<file path="config.mk">
export PLATFORM = sky130hd
export DESIGN_NAME = pes_bc_param_flat
export DESIGN_NICKNAME = d
export VERILOG_FILES = /design/src/rtl/pes_bc_param_if.sv /design/src/rtl/pes_bc_param.sv /design/src/flat_wrapper.sv
export SDC_FILE = /design/constraint.sdc
export NUM_CORES = 1
export LEC_CHECK = 0
export CAP_MARGIN = 30
export CELL_PAD_IN_SITES_DETAIL_PLACEMENT = 1
export CELL_PAD_IN_SITES_GLOBAL_PLACEMENT = 2
export CORE_MARGIN = 2
export CORE_UTILIZATION = 23
export CTS_CLUSTER_SIZE = 20
export DETAILED_ROUTE_END_ITERATION = 8
export PLACE_DENSITY_LB_ADDON = 0.3
export SLEW_MARGIN = 5
export SYNTH_ARGS = -nofsm -noshare
export SYNTH_HDL_FRONTEND = slang
export SYNTH_SLANG_ARGS = --single-unit
</file>
<file path="constraint.sdc">
create_clock -name Clk -period 1.8 [get_ports Clk]
set_clock_uncertainty 0.1 [all_clocks]
set_input_delay 0.36 -clock Clk [delete_from_list [all_inputs] [get_ports Clk]]
set_output_delay 0.36 -clock Clk [all_outputs]
set_load 0.01 [all_outputs]
</file>
<file path="src/rtl/pes_bc_param_if.sv">
// Control and status bundle for the parametrised up/down counter.
// The master drives the controls; the counter is the slave.
interface pes_bc_param_if #(
  parameter int unsigned WIDTH = 4
);
  logic             en;
  logic             UpOrDown;
  logic             load;
  logic [WIDTH-1:0] load_val;
  logic [WIDTH-1:0] Count;
  logic             dir;
  logic             tc;
  logic             at_max;
  logic             at_min;

  modport master (
    output en, UpOrDown, load, load_val,
    input  Count, dir, tc, at_max, at_min
  );

  modport slave (
    input  en, UpOrDown, load, load_val,
    output Count, dir, tc, at_max, at_min
  );
endinterface

</file>
<file path="src/rtl/pes_bc_param.sv">
// Parametrised up/down counter with wrap, saturate and bounce boundary modes,
// synchronous clamped load and a registered terminal-count pulse.
module pes_bc_param #(
  parameter int unsigned WIDTH   = 4,
  parameter int unsigned MAX_VAL = 15,
  parameter int unsigned MODE    = 0
) (
  input  logic          Clk,
  input  logic          reset_n,
  pes_bc_param_if.slave bus
);

  localparam int unsigned XW = WIDTH + 1;
  localparam logic [XW-1:0] MAX_X = XW'(MAX_VAL);
  localparam bit IS_SAT = (MODE == 1);
  localparam bit IS_BNC = (MODE == 2);

  typedef enum logic {
    ST_DOWN = 1'b0,
    ST_UP   = 1'b1
  } dir_e;

  logic [WIDTH-1:0] r_count;
  dir_e             r_dir;
  logic             r_tc;

  logic [WIDTH-1:0] w_cnt_nxt;
  dir_e             w_dir_nxt;
  logic             w_tc_nxt;

  logic [XW-1:0]    w_cnt_x;
  logic [WIDTH-1:0] w_inc;
  logic [WIDTH-1:0] w_dec;
  logic             w_at_max;
  logic             w_at_min;
  logic             w_ld_over;

  // Widened arithmetic so the compare and step never overflow at MAX_VAL
  assign w_cnt_x   = {1'b0, r_count};
  assign w_inc     = WIDTH'(w_cnt_x + XW'(1));
  assign w_dec     = WIDTH'(w_cnt_x - XW'(1));
  assign w_at_max  = (w_cnt_x == MAX_X);
  assign w_at_min  = (w_cnt_x == XW'(0));
  assign w_ld_over = ({1'b0, bus.load_val} > MAX_X);

  always_ff @(posedge Clk or negedge reset_n) begin
    if (!reset_n) begin
      r_count <= '0;
      r_dir   <= ST_UP;
      r_tc    <= 1'b0;
    end else begin
      r_count <= w_cnt_nxt;
      r_dir   <= w_dir_nxt;
      r_tc    <= w_tc_nxt;
    end
  end

  // Next state: load > enabled step > hold; dir tracks UpOrDown except in bounce
  always_comb begin
    w_cnt_nxt = r_count;
    w_dir_nxt = IS_BNC ? r_dir : dir_e'(bus.UpOrDown);
    w_tc_nxt  = 1'b0;
    if (bus.load) begin
      w_cnt_nxt = w_ld_over ? WIDTH'(MAX_X) : bus.load_val;
      w_dir_nxt = dir_e'(bus.UpOrDown);
    end else if (bus.en) begin
      if (IS_BNC) begin
        if (r_dir == ST_UP) begin
          if (w_at_max) begin
            w_cnt_nxt = WIDTH'(MAX_X - XW'(1));
            w_dir_nxt = ST_DOWN;
            w_tc_nxt  = 1'b1;
          end else begin
            w_cnt_nxt = w_inc;
          end
        end else begin
          if (w_at_min) begin
            w_cnt_nxt = WIDTH'(1);
            w_dir_nxt = ST_UP;
            w_tc_nxt  = 1'b1;
          end else begin
            w_cnt_nxt = w_dec;
          end
        end
      end else if (bus.UpOrDown) begin
        if (w_at_max) begin
          if (!IS_SAT) w_cnt_nxt = '0;
          w_tc_nxt = 1'b1;
        end else begin
          w_cnt_nxt = w_inc;
        end
      end else begin
        if (w_at_min) begin
          if (!IS_SAT) w_cnt_nxt = WIDTH'(MAX_X);
          w_tc_nxt = 1'b1;
        end else begin
          w_cnt_nxt = w_dec;
        end
      end
    end
  end

  assign bus.Count  = r_count;
  assign bus.dir    = r_dir;
  assign bus.tc     = r_tc;
  assign bus.at_max = w_at_max;
  assign bus.at_min = w_at_min;

endmodule
</file>
<file path="src/flat_wrapper.sv">
// flat-port wrapper written by rule: the top's interface ports become plain ports
module pes_bc_param_flat 
#(
  parameter int unsigned WIDTH   = 4,
  parameter int unsigned MAX_VAL = 15,
  parameter int unsigned MODE    = 0
)
  (Clk, reset_n, bus_en, bus_UpOrDown, bus_load, bus_load_val, bus_Count, bus_dir, bus_tc, bus_at_max, bus_at_min);
  pes_bc_param_if #(.WIDTH(WIDTH)) bus_i ();
  input  logic Clk;
  input  logic reset_n;
  input wire logic [$bits(bus_i.en)-1:0] bus_en;
  input wire logic [$bits(bus_i.UpOrDown)-1:0] bus_UpOrDown;
  input wire logic [$bits(bus_i.load)-1:0] bus_load;
  input wire logic [$bits(bus_i.load_val)-1:0] bus_load_val;
  output wire logic [$bits(bus_i.Count)-1:0] bus_Count;
  output wire logic [$bits(bus_i.dir)-1:0] bus_dir;
  output wire logic [$bits(bus_i.tc)-1:0] bus_tc;
  output wire logic [$bits(bus_i.at_max)-1:0] bus_at_max;
  output wire logic [$bits(bus_i.at_min)-1:0] bus_at_min;
  assign bus_i.en = bus_en;
  assign bus_i.UpOrDown = bus_UpOrDown;
  assign bus_i.load = bus_load;
  assign bus_i.load_val = bus_load_val;
  assign bus_Count = bus_i.Count;
  assign bus_dir = bus_i.dir;
  assign bus_tc = bus_i.tc;
  assign bus_at_max = bus_i.at_max;
  assign bus_at_min = bus_i.at_min;
  pes_bc_param #(.WIDTH(WIDTH), .MAX_VAL(MAX_VAL), .MODE(MODE)) u_core (.Clk(Clk), .reset_n(reset_n), .bus(bus_i));
endmodule
</file>
==> Word level (Yosys, flattened, before mapping) <==
Cells that the tools add are included.
{ "word_totals": {"in_bits": 9, "wordCells": 18, "register_bits": 6, "output_inout_bits": 8} }
{ "op_classes": {"n_reduce_logical": 2, "eq_ne": 1, "n_addsub": 2, "mux": 10} }
{ "op_table": {"columns": ["op", "count"], "rows": [
  ["$mux 4", 5],
  ["$logic_not 5->1", 1],
  ["$mux 1", 5],
  ["$add 4x1->4 const B", 1],
  ["$eq 4x4->1 const B", 1],
  ["$sub 4x1->4 const B", 1],
  ["$reduce_bool 2->1", 1]
]} }

==> Logic depth before layout (Yosys ltp) <==
Gate-level depths: netlist of the first run.
{ "logic_depth": {"depth_word": 5, "ltp_mapped": 6} }

==> Least setup slack after synthesis of the first run <==
Ideal clock, no wire load.
{ "synth_timing": {"path_type": "register -> register", "start": "reg u_core.r_count[0] (netlist: u_core.bus.Count[0])", "end": "reg u_core.r_count[3] (netlist: u_core.bus.Count[3])", "path_slack_ns": 0.162, "arrival_ns": 1.474, "required_ns": 1.636, "path_stages_with_launch": 7, "path_cell_list": "dfrtp_1 -> inv_1 -> ha_1 -> or4b_4 -> nor2b_4 -> o21ai_0 -> a211o_1"} }
{ "synth_between": {"elab_chain_cells": 5, "word_cells_on_any_way": 9, "classes_between": "add/sub (2); eq/ne (1); mux (5); reduce/logical (1)"} }
{ "synth_lines": {"columns": ["element", "line_no", "text"], "rows": [
  ["start: declaration", "pes_bc_param.sv:23", "logic [WIDTH-1:0] r_count;"],
  ["start signal: assignment", "pes_bc_param.sv:52", "r_count <= w_cnt_nxt;"],
  ["$sub 4x1->4, or another cell as far along", "pes_bc_param.sv:41", "assign w_dec = WIDTH'(w_cnt_x - XW'(1));"],
  ["$mux 4 (on tied branches)", "pes_bc_param.sv:93, pes_bc_param.sv:86", null],
  ["$mux 4 (*)", "pes_bc_param.sv:85", "end else if (bus.UpOrDown) begin"],
  ["$mux 4 (*)", "pes_bc_param.sv:66", "end else if (bus.en) begin"],
  ["$mux 4 (*)", "pes_bc_param.sv:63", "if (bus.load) begin"]
]} }
Mark *: on every way between the ends. The rest lies on a longest branch, timed or not. The select of a mux whose other input is x is not followed.
A chain may end at the register's enable or synchronous reset.

==> Worst setup path after layout of the first run <==
{ "layout_timing": {"start": "reg u_core.r_dir (netlist: u_core.bus.dir)", "end": "out bus_dir"} }
{ "layout_lines": {"columns": ["element", "line_no", "text"], "rows": [
  ["start: declaration", "pes_bc_param.sv:24", "dir_e r_dir;"],
  ["start signal: assignment", "pes_bc_param.sv:53", "r_dir <= w_dir_nxt;"],
  ["end: declaration", "flat_wrapper.sv:17", "output wire logic [$bits(bus_i.dir)-1:0] bus_dir;"]
]} }
No word-level cell between the ends.

==> summary.txt, run 1 <==
status -> finished, final reports clean
# IOs -> 17
combinational family with the most area after synthesis -> simple AND/OR/NAND/NOR gates
Post-Synthesis Cells -> 43
Placement Rows -> 15
GR Util met2 -> 22.2%
Final TNS setup -> 0 ps
final core occ -> 42.9%
count leader, synth -> nand2_1
drt first pass iters -> 2
CTS tree -> built
Antenna Cells -> 0
share of the synthesized area in the top cell type -> 30.2%
yosys warns -> 0
iteration-0 DRC count of the detailed router -> 1
CP delay by family, top -> buffers and inverters
Synth Area per Inst -> 9.63 sq um
routing usage on met3 -> 3.92%
M1 GR Usage -> 17.1%
ys async rst share -> 100%
Mapped Nets -> 54
simple-gate share of the synthesized area -> 23.0%
GPL Wtd Cong -> 0.756
startpoint types -> flip-flop
chip width -> 46.4 um
Pleak -> 0.000330 uW
synthesized area -> 414 sq um
WS Path Type -> flip-flop to output pin
Commonest cells post-synth -> 6 x nand2_1, 5 x dfrtp_1
DR DRC count -> 0
Detail Route Antenna Nets -> 0
Post-synth EDFFs -> 0
vias in the first global route -> 452
number of buffer and inverter stages on the critical path -> 1
Distinct cells, synth -> 23
clock sink count -> 6
DP Wirelength -> 948 um
fin crit share -> 97.6%
Worst Hold Class -> input pin to asynchronous set/reset pin
placed cell area -> 662 sq um
pre-CTS setup slack -> -91.3 ps
H-tree depth -> 1
critical path data required time -> 1340 ps
worst path cell trace -> clkdlybuf4s50_1
largest cells by area after synthesis -> dfrtp_1 30%, mux2_2 8.2%, dfstp_2 6.3%
Wirelength per Cell -> 12.7 um
Seq/Total Area, Yosys -> 36.6%
Max Slew Vio Count -> 0
CTS buffer count -> 3
Final #Nets -> 87
Core ar. -> 0.00171 sq mm
# port buffers -> 16
final worst slack -> 43.1 ps
Reg area -> 151 sq um
Final min period -> 1760 ps
Fmax -> 569 MHz
later-pin clock latency in the skew report -> 260 ps
pwr dens -> 753 mW/mm^2
relative slew slack -> 81.1%
#FFs+latches synth -> 6
slowest stage delay, CP -> 530 ps
Worst Tran Pin Value -> 282 ps
max_cap viols -> 0
initial antenna violation count -> 0
worst IR drop on VDD -> 315 uV
Worst EP arrival -> 1300 ps
endpoints failing hold -> 0
Max Root-Sink Buffers -> 2
Worst-path clk slew -> 50 ps
Area Overhead vs Synth -> 77.0%
die height -> 46.4 um
die area -> 0.00216 sq mm
Vias/cell -> 4.25
largest area contributor in the netlist -> dfrtp_1
gr busiest metal -> met2
Compound-Gate Fraction of Synth Area -> 12.1%
multi-input logic area -> 260 sq um
Crit-path slowest cell -> clkdlybuf4s50_1
Post-Synth Adder-Cell Area -> 6.04%
wirelength, routed -> 1.27 mm
XOR/XNOR share of the synthesized area -> 6.34%
Top FF cell, synth -> dfrtp_1
Fillers -> 201
CP endpoint kind -> output pin
mux cell area share after synthesis -> 10.6%
Design Area, Final -> 733 sq um
Initial Util -> 24.2%
Global Route Usage Sum -> 14.2%
clk root buf -> clkbuf_4
share of cells above drive strength 1 -> 38.7%
via count -> 425
first-pass GRT wire length -> 2.04 mm
GRT overflow -> 0
largest net degree at the start of global routing -> 9
Final Setup Violations -> 0
CP max FO -> 1
path summary, 6_finish.rpt:
path	startpoint	end	slack (ps)	cells past startpoint
worst min-delay path	reset_n	u_core.bus.Count[1]	250	1
worst min register to register	u_core.bus.Count[3]	u_core.bus.tc	620	2
min in group Clk	bus_load_val[0]	u_core.bus.Count[0]	570	3
worst max register to register	u_core.bus.Count[1]	u_core.bus.Count[3]	60	7
worst max-delay path	u_core.bus.dir	bus_dir	40	1
max in group asynchronous	reset_n	u_core.bus.dir	1070	1
cells in the final DEF, fill, tap and decap left out, drive strengths merged, types with 2 or more instances in the layout:
master,n
buf,14
clkdlybuf4s50,12
nand2,6
dfrtp,5
o21ai,4
clkbuf,4
a21oi,3
mux2,3
xnor2,3
inv,3
dlygate4sd2,2
nor3b,2
ha,2
state kept, by name, summed over array words and instances (netlist names):
name and count:
u_core.bus.Count 4, u_core.bus.dir 1, u_core.bus.tc 1
worst reg2reg max path, stage by stage (launching register included):
cell and delay (ps):
dfrtp_1 380, buf_4 150, inv_2 70, ha_4 140, or4b_4 490, nor2b_4 150, o21ai_0 70, a211o_1 140
cell type report:
cell class	count	area share, %
multi-input combinational	33	35.5
sequential	6	20.6
inverter	3	1.88
tap	25	4.27
timing repair buffer	29	34.1
clock buffer	4	3.58
report_power, final:
group          switching (uW)  leakage (uW)  internal (uW)  total (uW)
Sequential               13.2     0.0000721            152         166
Clock                    56.2     0.0000150           84.4         141
Combinational             102      0.000243            144         246
per-layer routing:
metal / up-vias / share of wire (%)
met5: - / 0
met4: 0 / 1.9
met2: 16 / 47
li1: 213 / -
met3: 3 / 5.5
met1: 193 / 46
metrics by stage:
step	total power [uW]	instances	hold slack [ps]
global route	592	100	265
detailed placement	385	92	527
finish	552	100	246
CTS	548	100	255
global placement	384	92	529
floorplan	268	43	-35.6
kinds of logic after synthesis:
logic type | after synthesis
compound gates | 9
xor+xnor | 3
fa+ha+maj | 2
buf+inv | 4
flops | 6
mux | 4
simple gates | 15
what timing repair did:
| item | 4_1_cts | 5_1_grt |
|---|---|---|
| buffers inserted | 4 | 0 |
| endpoints found under the setup margin | 4 | 3 |
| gates resized for setup | 10 | 5 |
| pin swaps | 0 | 2 |
| hold buffers | 0 | 0 |
| endpoints found under the hold margin | 0 | 0 |
Power figures use the tool's default switching activity.
==> inputs of run 2 (changes only) <==
--- a/config.mk
+++ b/config.mk
@@ -8,7 +8,6 @@
 export CAP_MARGIN = 30
 export CELL_PAD_IN_SITES_DETAIL_PLACEMENT = 1
 export CELL_PAD_IN_SITES_GLOBAL_PLACEMENT = 2
-export CORE_MARGIN = 2
 export CORE_UTILIZATION = 23
 export CTS_CLUSTER_SIZE = 20
 export DETAILED_ROUTE_END_ITERATION = 8
==> run 2 against run 1 <==
Fmax decreased by 0.38%. Setup slack lost 6.8 ps. Largest power group unchanged. Utilization up 4.9 points. Critical endpoint is now u_core.bus.Count[3]. First-iteration DRC count is 100% lower. Sequential power increased by 2%.
==> summary.txt, run 2 (same netlist as run 1, synthesis figures left out) <==
GPL Wtd Cong -> 0.731 (-3.2%)
crit path capture -> u_core.bus.Count[3]
reg2reg start -> u_core.bus.Count[1]
commonest non-fill, non-tap cells in the layout -> 14 x buf_4, 12 x clkdlybuf4s50_1, 6 x nand2_1
Placement Rows -> 14 (-1)
DR DRC count -> 0 (unchanged)
WS Path Type -> flip-flop to flip-flop
wirelength, routed -> 1.37 mm (+7.9%)
max_cap viols -> 0 (unchanged)
Switching Power -> 181 uW (+5.6%)
P_int -> 395 uW (+3.6%)
initial antenna violation count -> 0 (unchanged)
drt first pass iters -> 1 (-1)
endpoints failing hold -> 0 (unchanged)
chip width -> 44.4 um (-4.3%)
clock share of power -> 24.3% (-1.2 points)
Fmax -> 567 MHz (-0.38%)
pwr dens -> 756 mW/mm^2 (+0.31%)
worst IR drop on VDD -> 330 uV (+4.9%)
Fillers -> 195 (-3.0%)
iteration-0 DRC count of the detailed router -> 0 (-1)
Detail Route Antenna Nets -> 0 (unchanged)
DP Wirelength -> 1.08 mm (+14%)
Worst-path clk slew -> 60 ps (about the same)
# IOs -> 17 (unchanged)
CTS tree -> built
Final Setup Violations -> 0 (unchanged)
Max Slew Vio Count -> 0 (unchanged)
CP max FO -> 3 (+2)
via count -> 430 (+1.2%)
critical path data required time -> 1880 ps (+540 ps)
Initial Util -> 26.0% (+1.7 points)
share of cells above drive strength 1 -> 42.9% (+4.2 points)
CTS buffer count -> 3 (unchanged)
Global Route Usage Sum -> 16.5% (+2.3 points)
relative slew slack -> 78.7% (-2.4 points)
switching part of the total -> 31.5% (+0.40 points)
Min Hold Slack -> 263 ps (+17.7 ps)
die height -> 44.4 um (-4.3%)
clk root buf -> clkbuf_4
startpoint types -> flip-flop
launch point of the worst path -> u_core.bus.Count[1]
RSZ-0062 raised after global routing -> true
largest net degree at the start of global routing -> 9 (unchanged)
capturing point of the worst reg2reg path -> u_core.bus.Count[3]
die area -> 0.00197 sq mm (-8.4%)
# port buffers -> 16 (unchanged)
clock sink count -> 6 (unchanged)
Area Overhead vs Synth -> 84.0%
Worst Tran Pin Value -> 319 ps (+36.2 ps)
Worst Hold Class -> input pin to asynchronous set/reset pin
Final #Nets -> 89 (+2.3%)
Comb power frac -> 46.2% (+1.6 points)
H-tree depth -> 1 (unchanged)
Max Root-Sink Buffers -> 2 (unchanged)
later-pin clock latency in the skew report -> 250 ps (about the same)
Tot Pwr -> 576 uW (+4.2%)
Worst EP arrival -> 1840 ps (+540 ps)
fin crit share -> 98.0% (+0.38 points)
Antenna Cells -> 0 (unchanged)
first-pass GRT wire length -> 2.23 mm (+9.5%)
Post-CTS Hold Fix Bufs -> 0 (unchanged)
Largest register FFs -> 4 (unchanged)
Core ar. -> 0.00159 sq mm (-6.7%)
Final min period -> 1760 ps (+6.79 ps)
r2r worst-path depth -> 8 (+1)
Wirelength per Cell -> 13.6 um (+6.8%)
vias in the first global route -> 467 (+3.3%)
Vias/cell -> 4.26 (+0.17%)
register share of total power -> 29.5% (-0.5 points)
commonest non-fill, non-tap cell in the layout -> buf_4
Pleak -> 0.000350 uW (+6.0%)
CP endpoint kind -> flip-flop
R2R Setup Slk -> 40 ps (-20 ps)
status -> finished, final reports clean
GRT overflow -> 0 (unchanged)
## run 2: repair_timing
item	CTS	global route
buffers inserted	2	1
cloned	0	0
gates resized for setup	9	10
setup endpoints to repair	3	7
hold endpoints to repair	0	0
pin swaps	1	2
## run 2: per-layer routing
layer  global-route usage (%)  share of wire [%]
met1                     21.1                 46
met2                     27.4                 50
met3                     7.35                3.9
met4                        0                  0
met5                        0                  0
## run 2: how the worst min path moves through the flow
stage	startpoint	to	slack, ps	depth (start not counted)
after detailed placement	reset_n	u_core.bus.tc	550	1
after global routing	reset_n	u_core.bus.tc	260	1
final	reset_n	u_core.bus.tc	260	1
after CTS	reset_n	u_core.bus.tc	270	1
after global placement	reset_n	u_core.bus.Count[1]	540	1
after floorplan	reset_n	u_core.bus.Count[0]	-40	0
## run 2: area by class of cell
cell class	instances	area (sq um)	area share, %
repair buffers	31	275	36.1
well taps	24	30.0	3.94
inverters	3	13.8	1.81
flip-flops and latches	6	153	20.0
clock buffers	4	26.3	3.45
multi-input cells	33	264	34.6
## run 2: critical path: stages, from the launching register on
cell and delay, ps:
dfrtp_1 400, buf_6 140, inv_4 50, ha_4 130, buf_6 90, or4b_4 460
nor2b_4 150, o21ai_2 50, a211o_1 130
## run 2: per-stage QoR
step	setup WS (ps)	area [sq um]	cells	TNS (ps)	util, %
final	36.3	762	101	0	47.8
after global routing	-35.3	762	101	-51.2	47.8
after CTS	-44.6	723	100	-102	45.4
after detailed placement	-69.0	683	94	-215	42.9
after global placement	-47.7	683	94	-107	42.9
after floorplan	162	414	43	0	-
## run 2: power by group through the flow
stage / Sequential [uW] / Clock (uW) / Combinational, uW
after floorplan: 184 / 0 / 83.7
after global placement: 176 / 0 / 222
after detailed placement: 176 / 0 / 226
after CTS: 168 / 149 / 245
after global routing: 173 / 161 / 289
final: 170 / 140 / 266
